<file path="config.mk">
export PLATFORM = sky130hd
export DESIGN_NAME = ex_mdu
export DESIGN_NICKNAME = d
export VERILOG_FILES = /design/src/rtl/rv32_isa.sv /design/src/rtl/alu.sv /design/src/rtl/mdu_iter.sv /design/src/rtl/ex_mdu.sv
export SDC_FILE = /design/constraint.sdc
export NUM_CORES = 2
export LEC_CHECK = 0
export ABC_CLOCK_PERIOD_IN_PS = 6300
export CAP_MARGIN = 40
export CELL_PAD_IN_SITES_DETAIL_PLACEMENT = 0
export CELL_PAD_IN_SITES_GLOBAL_PLACEMENT = 1
export CORE_MARGIN = 4
export CORE_UTILIZATION = 40
export CTS_CLUSTER_SIZE = 10
export DETAILED_ROUTE_END_ITERATION = 10
export DONT_BUFFER_PORTS = 1
export GPL_TIMING_DRIVEN = 0
export PLACE_DENSITY = 0.78
export SYNTH_ARGS = -nofsm -noshare
export SYNTH_HDL_FRONTEND = slang
export SYNTH_SLANG_ARGS = --single-unit
</file>
<file path="constraint.sdc">
create_clock -name iClk -period 6.3 [get_ports iClk]
set_input_delay 0.63 -clock iClk [delete_from_list [all_inputs] [get_ports iClk]]
set_output_delay 0.63 -clock iClk [all_outputs]
set_load 0.01 [all_outputs]
</file>
<file path="src/rtl/rv32_isa.sv">
// Shared RV32 ISA definitions for the execute stage.
// Contents:
//   - M-extension func3 encodings (MUL .. REMU)
//   - Base ALU func3 encodings
//   - MDU state enum (IDLE, MUL, DIV, DONE)
//   - Operand forward-select encodings (register, EX result, MEM value)
package rv32_isa;

    // M-extension op select (func3 when the M qualifier is set)
    localparam logic [2:0] F3_MUL    = 3'b000;
    localparam logic [2:0] F3_MULH   = 3'b001;
    localparam logic [2:0] F3_MULHSU = 3'b010;
    localparam logic [2:0] F3_MULHU  = 3'b011;
    localparam logic [2:0] F3_DIV    = 3'b100;
    localparam logic [2:0] F3_DIVU   = 3'b101;
    localparam logic [2:0] F3_REM    = 3'b110;
    localparam logic [2:0] F3_REMU   = 3'b111;

    // Base integer ALU op select
    localparam logic [2:0] F3_ADD  = 3'b000;
    localparam logic [2:0] F3_SLL  = 3'b001;
    localparam logic [2:0] F3_SLT  = 3'b010;
    localparam logic [2:0] F3_SLTU = 3'b011;
    localparam logic [2:0] F3_XOR  = 3'b100;
    localparam logic [2:0] F3_SRL  = 3'b101;
    localparam logic [2:0] F3_OR   = 3'b110;
    localparam logic [2:0] F3_AND  = 3'b111;

    typedef enum logic [1:0] {
        MDU_IDLE = 2'd0,
        MDU_MUL  = 2'd1,
        MDU_DIV  = 2'd2,
        MDU_DONE = 2'd3
    } mdu_state_t;

    // Operand forward select; any other code falls back to the register value
    localparam logic [1:0] FW_REG = 2'd0;
    localparam logic [1:0] FW_EX  = 2'd1;
    localparam logic [1:0] FW_MEM = 2'd2;

endpackage

</file>
<file path="src/rtl/alu.sv">
// Single-cycle RV32I integer ALU (purely combinational).
// Ports:
//   a, b    : operands (XLEN)
//   func3   : op select
//   func7   : op qualifier (bit 5 selects SUB / SRA)
//   imm_en  : B is an immediate (SUB never applies to immediates)
//   result  : XLEN result
module alu #(
    parameter int XLEN = 32
) (
    input  logic [XLEN-1:0] a,
    input  logic [XLEN-1:0] b,
    input  logic [2:0]      func3,
    input  logic [6:0]      func7,
    input  logic            imm_en,
    output logic [XLEN-1:0] result
);
    import rv32_isa::*;

    localparam int SHW = $clog2(XLEN);

    logic [SHW-1:0] shamt;
    logic           alt;
    logic           unused_f7;

    assign shamt     = b[SHW-1:0];
    assign alt       = func7[5];
    assign unused_f7 = ^{func7[6], func7[4:0]};

    always_comb begin
        result = '0;
        case (func3)
            F3_ADD:  result = (alt && !imm_en) ? (a - b) : (a + b);
            F3_SLL:  result = a << shamt;
            F3_SLT:  result = {{(XLEN-1){1'b0}}, ($signed(a) < $signed(b))};
            F3_SLTU: result = {{(XLEN-1){1'b0}}, (a < b)};
            F3_XOR:  result = a ^ b;
            F3_SRL:  result = alt ? XLEN'($signed(a) >>> shamt) : (a >> shamt);
            F3_OR:   result = a | b;
            F3_AND:  result = a & b;
            default: result = '0;
        endcase
    end

endmodule

</file>
<file path="src/rtl/mdu_iter.sv">
// Iterative multiply/divide datapath on operand magnitudes.
// A single 2*XLEN accumulator is shared: {high, low} product for multiply,
// {remainder, quotient} for divide. UNROLL bits are retired per step.
// Ports:
//   clk, rst : clock, asynchronous active-high reset
//   load     : capture operands/op and set up the accumulator
//   step     : retire UNROLL bits
//   func3    : M op select (sampled on load)
//   a, b     : operands (sampled on load)
//   skip     : combinational, the op on a/b/func3 needs no iteration
//              (divide by zero or signed overflow)
//   result   : sign-corrected result of the captured op
module mdu_iter #(
    parameter int XLEN   = 32,
    parameter int UNROLL = 1
) (
    input  logic            clk,
    input  logic            rst,
    input  logic            load,
    input  logic            step,
    input  logic [2:0]      func3,
    input  logic [XLEN-1:0] a,
    input  logic [XLEN-1:0] b,
    output logic            skip,
    output logic [XLEN-1:0] result
);
    import rv32_isa::*;

    localparam logic [XLEN-1:0] MOST_NEG = {1'b1, {(XLEN-1){1'b0}}};

    logic [2*XLEN-1:0] acc_reg, acc_next;
    logic [XLEN-1:0]   opnd_reg;
    logic [2:0]        func3_reg;
    logic              neg_res_reg, neg_rem_reg;

    // Operand decode at load time
    logic            is_div, a_signed, b_signed, neg_a, neg_b, div0, ovf;
    logic [XLEN-1:0] a_mag, b_mag;

    assign is_div   = func3[2];
    assign a_signed = (func3 == F3_MUL) || (func3 == F3_MULH) || (func3 == F3_MULHSU) ||
                      (func3 == F3_DIV) || (func3 == F3_REM);
    assign b_signed = (func3 == F3_MUL) || (func3 == F3_MULH) ||
                      (func3 == F3_DIV) || (func3 == F3_REM);
    assign neg_a    = a_signed && a[XLEN-1];
    assign neg_b    = b_signed && b[XLEN-1];
    assign a_mag    = neg_a ? (~a + 1'b1) : a;
    assign b_mag    = neg_b ? (~b + 1'b1) : b;
    assign div0     = is_div && (b == '0);
    assign ovf      = is_div && !func3[0] && (a == MOST_NEG) && (b == '1);
    assign skip     = div0 || ovf;

    // UNROLL shift-add / restoring-subtract stages chained in one step
    logic [2*XLEN-1:0] acc_v;
    logic [XLEN:0]     sum, shifted, diff;

    always_comb begin
        acc_v   = acc_reg;
        sum     = '0;
        shifted = '0;
        diff    = '0;
        for (int i = 0; i < UNROLL; i++) begin
            if (!func3_reg[2]) begin
                // multiplier bit is acc_v[0]; carry lands in the top bit
                sum   = {1'b0, acc_v[2*XLEN-1:XLEN]} +
                        ({1'b0, opnd_reg} & {(XLEN+1){acc_v[0]}});
                acc_v = {sum, acc_v[XLEN-1:1]};
            end else begin
                shifted = {acc_v[2*XLEN-1:XLEN], acc_v[XLEN-1]};
                diff    = shifted - {1'b0, opnd_reg};
                if (shifted >= {1'b0, opnd_reg})
                    acc_v = {diff[XLEN-1:0], acc_v[XLEN-2:0], 1'b1};
                else
                    acc_v = {shifted[XLEN-1:0], acc_v[XLEN-2:0], 1'b0};
            end
        end
        acc_next = acc_v;
    end

    always_ff @(posedge clk or posedge rst) begin
        if (rst) begin
            acc_reg     <= '0;
            opnd_reg    <= '0;
            func3_reg   <= '0;
            neg_res_reg <= 1'b0;
            neg_rem_reg <= 1'b0;
        end else if (load) begin
            func3_reg <= func3;
            if (div0) begin
                // final answer placed directly: remainder = dividend, quotient = all ones
                acc_reg     <= {a, {XLEN{1'b1}}};
                opnd_reg    <= '0;
                neg_res_reg <= 1'b0;
                neg_rem_reg <= 1'b0;
            end else if (ovf) begin
                acc_reg     <= {{XLEN{1'b0}}, a};
                opnd_reg    <= '0;
                neg_res_reg <= 1'b0;
                neg_rem_reg <= 1'b0;
            end else if (is_div) begin
                acc_reg     <= {{XLEN{1'b0}}, a_mag};
                opnd_reg    <= b_mag;
                neg_res_reg <= neg_a ^ neg_b;
                neg_rem_reg <= neg_a;
            end else begin
                acc_reg     <= {{XLEN{1'b0}}, b_mag};
                opnd_reg    <= a_mag;
                neg_res_reg <= neg_a ^ neg_b;
                neg_rem_reg <= 1'b0;
            end
        end else if (step) begin
            acc_reg <= acc_next;
        end
    end

    // Sign correction and result select
    logic [2*XLEN-1:0] prod;
    logic [XLEN-1:0]   quo, rem;

    assign prod = neg_res_reg ? (~acc_reg + 1'b1) : acc_reg;
    assign quo  = neg_res_reg ? (~acc_reg[XLEN-1:0] + 1'b1) : acc_reg[XLEN-1:0];
    assign rem  = neg_rem_reg ? (~acc_reg[2*XLEN-1:XLEN] + 1'b1) : acc_reg[2*XLEN-1:XLEN];

    always_comb begin
        result = rem;
        case (func3_reg)
            F3_MUL:                       result = prod[XLEN-1:0];
            F3_MULH, F3_MULHSU, F3_MULHU: result = prod[2*XLEN-1:XLEN];
            F3_DIV, F3_DIVU:              result = quo;
            default:                      result = rem;
        endcase
    end

endmodule

</file>
<file path="src/rtl/ex_mdu.sv">
// Execute stage: single-cycle ALU plus an iterative M-extension unit.
// Ports:
//   iClk, iRst           : clock, asynchronous active-high reset
//   iStall               : downstream stall, freezes FSM and output register
//   iValid               : instruction present
//   iFunc3, iFunc7       : op select / qualifier
//   iMdEn, iImmEn        : M-extension op, B from immediate
//   iRs1, iRs2, iImm     : operand values
//   iFwS1Sel, iFwS2Sel   : forward select (0 reg, 1 EX result, 2 MEM value)
//   iFwMe                : MEM-stage forward value
//   iRdAddr              : destination register
//   oValid, oRdAddr,
//   oRdValue             : registered result to MEM
//   oBusy                : upstream stall while an M op is in flight
module ex_mdu #(
    parameter int XLEN   = 32,
    parameter int UNROLL = 1
) (
    input  logic            iClk,
    input  logic            iRst,
    input  logic            iStall,
    input  logic            iValid,
    input  logic [2:0]      iFunc3,
    input  logic [6:0]      iFunc7,
    input  logic            iMdEn,
    input  logic            iImmEn,
    input  logic [XLEN-1:0] iRs1,
    input  logic [XLEN-1:0] iRs2,
    input  logic [XLEN-1:0] iImm,
    input  logic [1:0]      iFwS1Sel,
    input  logic [1:0]      iFwS2Sel,
    input  logic [XLEN-1:0] iFwMe,
    input  logic [4:0]      iRdAddr,
    output logic            oValid,
    output logic [4:0]      oRdAddr,
    output logic [XLEN-1:0] oRdValue,
    output logic            oBusy
);
    import rv32_isa::*;

    localparam int ITER = XLEN / UNROLL;
    localparam int CW   = (ITER > 1) ? $clog2(ITER) : 1;
    localparam logic [CW-1:0] LAST = CW'(ITER - 1);

    mdu_state_t      state_reg;
    logic [CW-1:0]   cnt_reg;
    logic [4:0]      rd_reg;
    logic [XLEN-1:0] op_a, op_b, alu_res, mdu_res;
    logic            mdu_skip, accept, iterating, step;

    // Operand select; the immediate only replaces a non-forwarded B
    always_comb begin
        op_a = iRs1;
        if (iFwS1Sel == FW_MEM)
            op_a = iFwMe;
        else if (iFwS1Sel == FW_EX)
            op_a = oRdValue;

        op_b = iRs2;
        if (iFwS2Sel == FW_MEM)
            op_b = iFwMe;
        else if (iFwS2Sel == FW_EX)
            op_b = oRdValue;
        else if ((iFwS2Sel == FW_REG) && iImmEn)
            op_b = iImm;
    end

    assign accept    = (state_reg == MDU_IDLE) && iValid && iMdEn && !iStall;
    assign iterating = (state_reg == MDU_MUL) || (state_reg == MDU_DIV);
    assign step      = iterating && !iStall;
    // Busy rises in the accept cycle so ID holds the next instruction;
    // a stalled DONE keeps it up until the result can actually be written.
    assign oBusy     = !iRst && (accept || iterating || ((state_reg == MDU_DONE) && iStall));

    alu #(.XLEN(XLEN)) u_alu (
        .a      (op_a),
        .b      (op_b),
        .func3  (iFunc3),
        .func7  (iFunc7),
        .imm_en (iImmEn),
        .result (alu_res)
    );

    mdu_iter #(.XLEN(XLEN), .UNROLL(UNROLL)) u_mdu_iter (
        .clk    (iClk),
        .rst    (iRst),
        .load   (accept),
        .step   (step),
        .func3  (iFunc3),
        .a      (op_a),
        .b      (op_b),
        .skip   (mdu_skip),
        .result (mdu_res)
    );

    always_ff @(posedge iClk or posedge iRst) begin
        if (iRst) begin
            state_reg <= MDU_IDLE;
            cnt_reg   <= '0;
            rd_reg    <= '0;
            oValid    <= 1'b0;
            oRdAddr   <= '0;
            oRdValue  <= '0;
        end else if (!iStall) begin
            case (state_reg)
                MDU_IDLE: begin
                    oValid <= iValid && !iMdEn;
                    if (iValid && !iMdEn) begin
                        oRdValue <= alu_res;
                        oRdAddr  <= iRdAddr;
                    end
                    if (iValid && iMdEn) begin
                        rd_reg  <= iRdAddr;
                        cnt_reg <= '0;
                        if (mdu_skip)
                            state_reg <= MDU_DONE;
                        else if (iFunc3[2])
                            state_reg <= MDU_DIV;
                        else
                            state_reg <= MDU_MUL;
                    end
                end
                MDU_MUL, MDU_DIV: begin
                    oValid <= 1'b0;
                    if (cnt_reg == LAST) begin
                        cnt_reg   <= '0;
                        state_reg <= MDU_DONE;
                    end else begin
                        cnt_reg <= cnt_reg + CW'(1);
                    end
                end
                MDU_DONE: begin
                    oValid    <= 1'b1;
                    oRdValue  <= mdu_res;
                    oRdAddr   <= rd_reg;
                    state_reg <= MDU_IDLE;
                end
                default: state_reg <= MDU_IDLE;
            endcase
        end
    end

endmodule

</file>
# Yosys cells after proc, flatten, opt, wreduce, memory -nomap -nowiden
# Index checks and enable logic that the tools add are counted.
# word_totals
regBits	151
latchBits	0
ram_bits	0
rom_bits	0
input_bits	153
output_inout_bits	39
wordCells	151
n_memories	0
# classes
n_addsub	10
mul	0
div	0
magnitude_cmp	3
n_eq_ne	25
n_shift	3
n_mux	42
n_bitwise	11
n_reduce_logical	46
# ops
op	n
$mux 32	16
$mux 64	7
$pmux 32 s8	1
$add 32x1->32 const B	4
$not 32->32	4
$pmux 32 s3	1
$add 64x1->64 const B	1
$eq 32x32->1 const B	2
$lt 32x32->1	2
$not 64->64	1
$pmux 32 s2	1
$sub 32x32->32	2
$add 32x33->33	1
$and 32x33->33	1
$ge 33x32->1	1
$add 32x32->32	1
$and 32x32->32	1
$logic_not 32->1	1
$or 32x32->32	1
$shl 32x5->32	1
$shr 32x5->32	1
$sshr 32x5->32	1
$xor 32x32->32	1
$pmux 5 s2	2
other kinds (25)	85

# Logic depth before layout (Yosys ltp)
# logic_depth
word_depth	12
mapped_depth	21

# Cells and area by module
# Synthesis repeated with hierarchy kept, for this count alone.
# hier_totals
cells_unflattened	3632
area_unflattened_um2	26837.0
# modules_own_cells
mod	instances	cells_per_inst	area_per_inst_um2	seq_area_each_um2
mdu_iter	1	1858	13471.7	2527.4
alu	1	1356	8692.1	0.0
ex_mdu	1	418	4673.2	1251.2

# Least setup slack after synthesis
# No wires, ideal clock.
# synth_path
path_type	input to register
start	input port iImmEn
end	register oRdValue[28]
t_arrival_ns	4.970
setup_slack_ns	1.204
cell_stages	20
cell_sequence	buf_6 -> clkbuf_1 -> or3b_2 -> a21oi_1 -> nor3_1 -> buf_2 -> buf_1 -> clkbuf_1 -> ha_1 -> fa_1 -> nor2b_1 -> o311a_1 -> o41ai_1 -> a31o_2 -> a21oi_1 -> a2111oi_0 -> nor3_1 -> xnor2_1 -> a22oi_1 -> a221o_1
# synth_between
elab_chain_len	9
word_cells_on_any_way	19
cone_classes	add/sub: 2; shift: 3; mux: 8; bitwise: 3; reduce/logical: 3
# synth_rtl
item	line	source
start, declared	ex_mdu.sv:26	input logic iImmEn,
$logic_and 1x1->1	ex_mdu.sv:64	else if ((iFwS2Sel == FW_REG) && iImmEn)
$mux 32	ex_mdu.sv:64	
$mux 32	ex_mdu.sv:62	else if (iFwS2Sel == FW_EX)
$mux 32	ex_mdu.sv:60	if (iFwS2Sel == FW_MEM)
$add 32x32->32, or another cell as far along	alu.sv:33	F3_ADD: result = (alt && !imm_en) ? (a - b) : (a + b);
$mux 32, on equally long branches	alu.sv:33, alu.sv:38	
$pmux 32 s8 (*)	alu.sv:32	case (func3)
$mux 32 (*)	ex_mdu.sv:108	if (iValid && !iMdEn) begin
$pmux 32 s2 (*)	ex_mdu.sv:105	case (state_reg)
end signal, assigned	ex_mdu.sv:109	oRdValue <= alu_res;
end signal, assigned	ex_mdu.sv:134	oRdValue <= mdu_res;
end, declared	ex_mdu.sv:36	output logic [XLEN-1:0] oRdValue,
# Every way passes the cells marked *; elsewhere a longest branch is shown, timed or not. The select of a mux whose other input is x is not followed.
# A chain may end at the register's enable or synchronous reset.

# Worst setup path in the final report
# layout_path
start	input port iFwS2Sel[1]
end	register oRdValue[14]
# layout_between
elab_chain_len	10
word_cells_on_any_way	20
cone_classes	add/sub: 2; eq/ne: 2; shift: 3; mux: 8; bitwise: 3; reduce/logical: 2
# layout_rtl
item	line	source
start, declared	ex_mdu.sv:31	input logic [1:0] iFwS2Sel,
$logic_not 2->1	ex_mdu.sv:64	
$logic_and 1x1->1	ex_mdu.sv:64	
$mux 32	ex_mdu.sv:64	
$mux 32	ex_mdu.sv:62	
$mux 32 (*)	ex_mdu.sv:60	
$add 32x32->32, or another cell as far along	alu.sv:33	
$mux 32, on equally long branches	alu.sv:33, alu.sv:38	
$pmux 32 s8 (*)	alu.sv:32	
$mux 32 (*)	ex_mdu.sv:108	
$pmux 32 s2 (*)	ex_mdu.sv:105	
# Marks and branches as above.

==> results.cfg <==
[outcome]
status = complete, but fails checks
violations = negative setup slack

[clocking]
cts_buffers = 17
h-tree-depth = 4
cts_root_buf = clkbuf_16
insertion_delay_ps = 500
postCtsSetupRepairBufs = 0
clockBufferDepth = 2
cts_tree = yes
holdBufCountCts = 0
path_clk_slew_ps = 70
clkSinkCount = 151

[floorplan]
std_cell_rows = 93
start_util_pct = 40.5
die_w_um = 264
die_h_um = 264
core_mm2 = 0.0646
die_area_mm2 = 0.0695
ios = 192

[layout]
area_growth_pct = 9.38
nFillCells = 6883
nets = 4058
largest_reg_flops = 64
final_cells = 4599
multi_input_area_mm2 = 0.0206
drive_gt1_share_pct = 8.02
ff_latch_area_mm2 = 0.00378

[timing]
worst_slack_ps = -106
finalHoldViolCount = 0
final-setup-viol-count = 4
fin_hold_ws_ps = 15.6
max_freq_ghz = 0.156
rsz0062_at_grt = true
skew_ps = 20.6
relSlewSlack_pct = 30.1
slew_viol_final = 0
worst_pin_slew_ps = 1050
finalCriticalPeriod_ps = 6410
post-route-period-util_pct = 102

[placement]
dp.cells = 4562
gp_congestion = 1.14
dp_hpwl_um = 137000
place.port_buffers = 0

[worst_setup_path]
cp_max_fo = 11
cpMostUsedCell = clkbuf_1
worstPathCellList = buf_2 -> or4b_1 -> o221ai_1 -> or2_2 -> clkbuf_1 -> buf_8 -> buf_2 -> clkbuf_1 -> ha_1 -> clkbuf_1 -> or2_2 -> o2111ai_1 -> a2111oi_0 -> buf_1 -> nor2b_1 -> o21ai_0 -> a211oi_1 -> xnor2_1 -> nor3_1 -> a211oi_1 -> buf_4 -> o22ai_1
crit_path_start = iFwS2Sel[1]
crit_arrival_ps = 6760
r2r_start = oRdValue[2]
required_ps = 6660
cpPeakStageDelay_ps = 640
cp-start-kind = primary input
rr_worst_depth = 16
cp-endpoint = oRdValue[14]
crit_type = primary input to register
reg2reg_slack_ps = 110
endpoint_kind = register
cp_slowest_cell = a211oi_1
worstReg2RegEnd = oRdValue[28]

[hold_path]
min_path_type = primary input to asynchronous set/reset pin

[logic_synthesis]
synth_nets = 3973
synth-main-ff-cell = dfrtp_1
synth_area_mm2 = 0.0262
yosys_warnings = 0
async_flop_share_pct = 100
synth-seq-cells = 151
synth-edff-count = 0
synth_area_per_cell_um2 = 7.18
synthCells = 3643
synth_seq_area_share_pct = 14.4
synth.distinct_cells = 109

[global_route]
overflow = 0
grt_max_degree = 102
grt_pass1_vias = 29600
grt_usage_pct = 46.1
antenna_found_initial = 13
grt_pass1_wl_um = 232000

[route]
drt-initial-drc-count = 5057
drc = 0
post_drt_wl_per_cell_um = 36.7
viasPerCell = 7.07
drt_wl_total_um = 169000
via_count = 32500
drtAntennaViolNets = 0
first_pass_iters = 6

[pwr]
p_leak_nw = 11.6
ir_worst_vdd_mv = 0.222
cellPowerDensity_mw_per_mm2 = 565

[flow_run]
maxCapViolations = 0
## area by class of cell
cell class	instances	area share, %
well taps	855	3.74
clock inverters	11	0.433
flip-flops and latches	151	13.2
repair buffers	68	2.36
clock buffers	20	1.60
plain buffers	278	4.37
inverters	161	2.14
diodes	4	0.0350
multi-input cells	3051	72.1
## logic make-up (layout without fill, tap and decap cells)
family          count (synthesis)  after routing  share of synthesized area, %
compound gates               1255           1255                          30.8
buf+inv                       441            538                          7.09
mux                           288            288                          11.3
xor+xnor                      214            214                          7.17
flops                         151            151                          14.4
simple gates                 1117           1117                          20.6
fa+ha+maj                     177            177                          8.58
other cells                     0              4                             0
## routing by layer
metal | GRT usage [%] | wire length, um | vias to the layer above
li1 | - | - | 13600
met3 | 14.9 | 21600 | 718
met1 | 56.9 | 61900 | 15500
met5 | 0 | 130 | -
met2 | 65.9 | 67300 | 2668
met4 | 36.5 | 17800 | 14
## placed cells by master, fill, tap and decap left out, drive strengths merged, types with 25 or more instances in the layout
master | Yosys | final
nand2 | 382 | 382
a21oi | 338 | 338
o21ai | 334 | 334
nor2 | 323 | 323
mux2i | 247 | 247
clkbuf | 186 | 207
ha | 173 | 173
buf | 94 | 158
inv | 155 | 157
dfrtp | 151 | 151
xnor2 | 146 | 146
nor3 | 74 | 74
o211ai | 70 | 70
xor2 | 68 | 68
nand3 | 60 | 60
a211oi | 51 | 51
a31oi | 50 | 50
a21o | 48 | 48
o31ai | 45 | 45
mux2 | 39 | 39
o221ai | 39 | 39
o22ai | 35 | 35
a221oi | 35 | 35
nor2b | 34 | 34
nand2b | 31 | 31
or3 | 30 | 30
nand3b | 25 | 25
nor4 | 25 | 25
## cells in the mapped netlist (11+ instances only)
master / number / area [um2]
nand2_1: 378 / 1420
a21oi_1: 338 / 1690
o21ai_0: 322 / 1610
nor2_1: 320 / 1200
mux2i_1: 244 / 2440
clkbuf_1: 186 / 698
ha_1: 173 / 2160
dfrtp_1: 151 / 3780
inv_1: 147 / 552
xnor2_1: 146 / 1280
nor3_1: 71 / 355
o211ai_1: 70 / 526
xor2_1: 68 / 596
nand3_1: 59 / 295
a211oi_1: 51 / 383
a31oi_1: 50 / 313
a21o_1: 48 / 360
o31ai_1: 44 / 330
mux2_2: 39 / 439
buf_2: 38 / 190
buf_1: 37 / 139
o221ai_1: 35 / 307
o22ai_1: 35 / 219
nor2b_1: 34 / 213
a221oi_1: 31 / 272
nand2b_1: 31 / 194
or3_1: 29 / 181
nand3b_1: 25 / 188
nand4_1: 23 / 144
nor4_1: 22 / 138
a221o_1: 19 / 190
a21boi_0: 18 / 135
a22oi_1: 18 / 135
and3_1: 17 / 106
or2_2: 17 / 106
o21bai_1: 16 / 120
a2111oi_0: 15 / 131
o21a_1: 15 / 113
or4_1: 15 / 113
a311oi_1: 12 / 105
and2_1: 12 / 75.1
nor3b_1: 12 / 90.1
o2111ai_1: 11 / 96.3
o41ai_1: 11 / 96.3
## repair_timing
item,in CTS,in global routing
resized for setup,5,7
endpoints found under the setup margin,10,8
endpoints found under the hold margin,0,0
## worst min-delay path by stage
| stage | startpoint | to |
|---|---|---|
| 2_1_floorplan | rd_reg[0] | rd_reg[0] |
| 3_3_place_gp | rd_reg[3] | rd_reg[3] |
| 3_5_place_dp | rd_reg[3] | rd_reg[3] |
| 4_1_cts | iRst | oValid |
| 5_1_grt | iRst | oRdAddr[3] |
| 6_report | iRst | rd_reg[0] |
## worst max-delay path: cells and delay by family
kind,cells,cell delay (ps)
AOI/OAI and AO/OA,7,2080
xor gates and xnor gates,1,170
adders and majority gates,1,240
buffers and inverters,8,2430
and+or+nand+nor,5,1170
## power by group
part           switching, W  internal (W)
Clock              0.000492      0.000601
Combinational       0.00853       0.00425
Sequential         0.000857       0.00144
Total               0.00987       0.00629
## per-stage QoR
step	TNS [ps]	area (um2)	total power, W	utilization, %	setup slack [ps]
after floorplan	0	26200	0.00983	-	1200
after global placement	-134840	27200	0.0142	42.2	-1860
after detailed placement	-11590	28000	0.0143	43.3	-1190
after CTS	0	28600	0.0155	44.2	59.1
after global routing	-16.6	28600	0.0168	44.3	-16.6
final	-253	28600	0.0162	44.3	-106
Note: power is estimated with default switching activity, not from simulation.
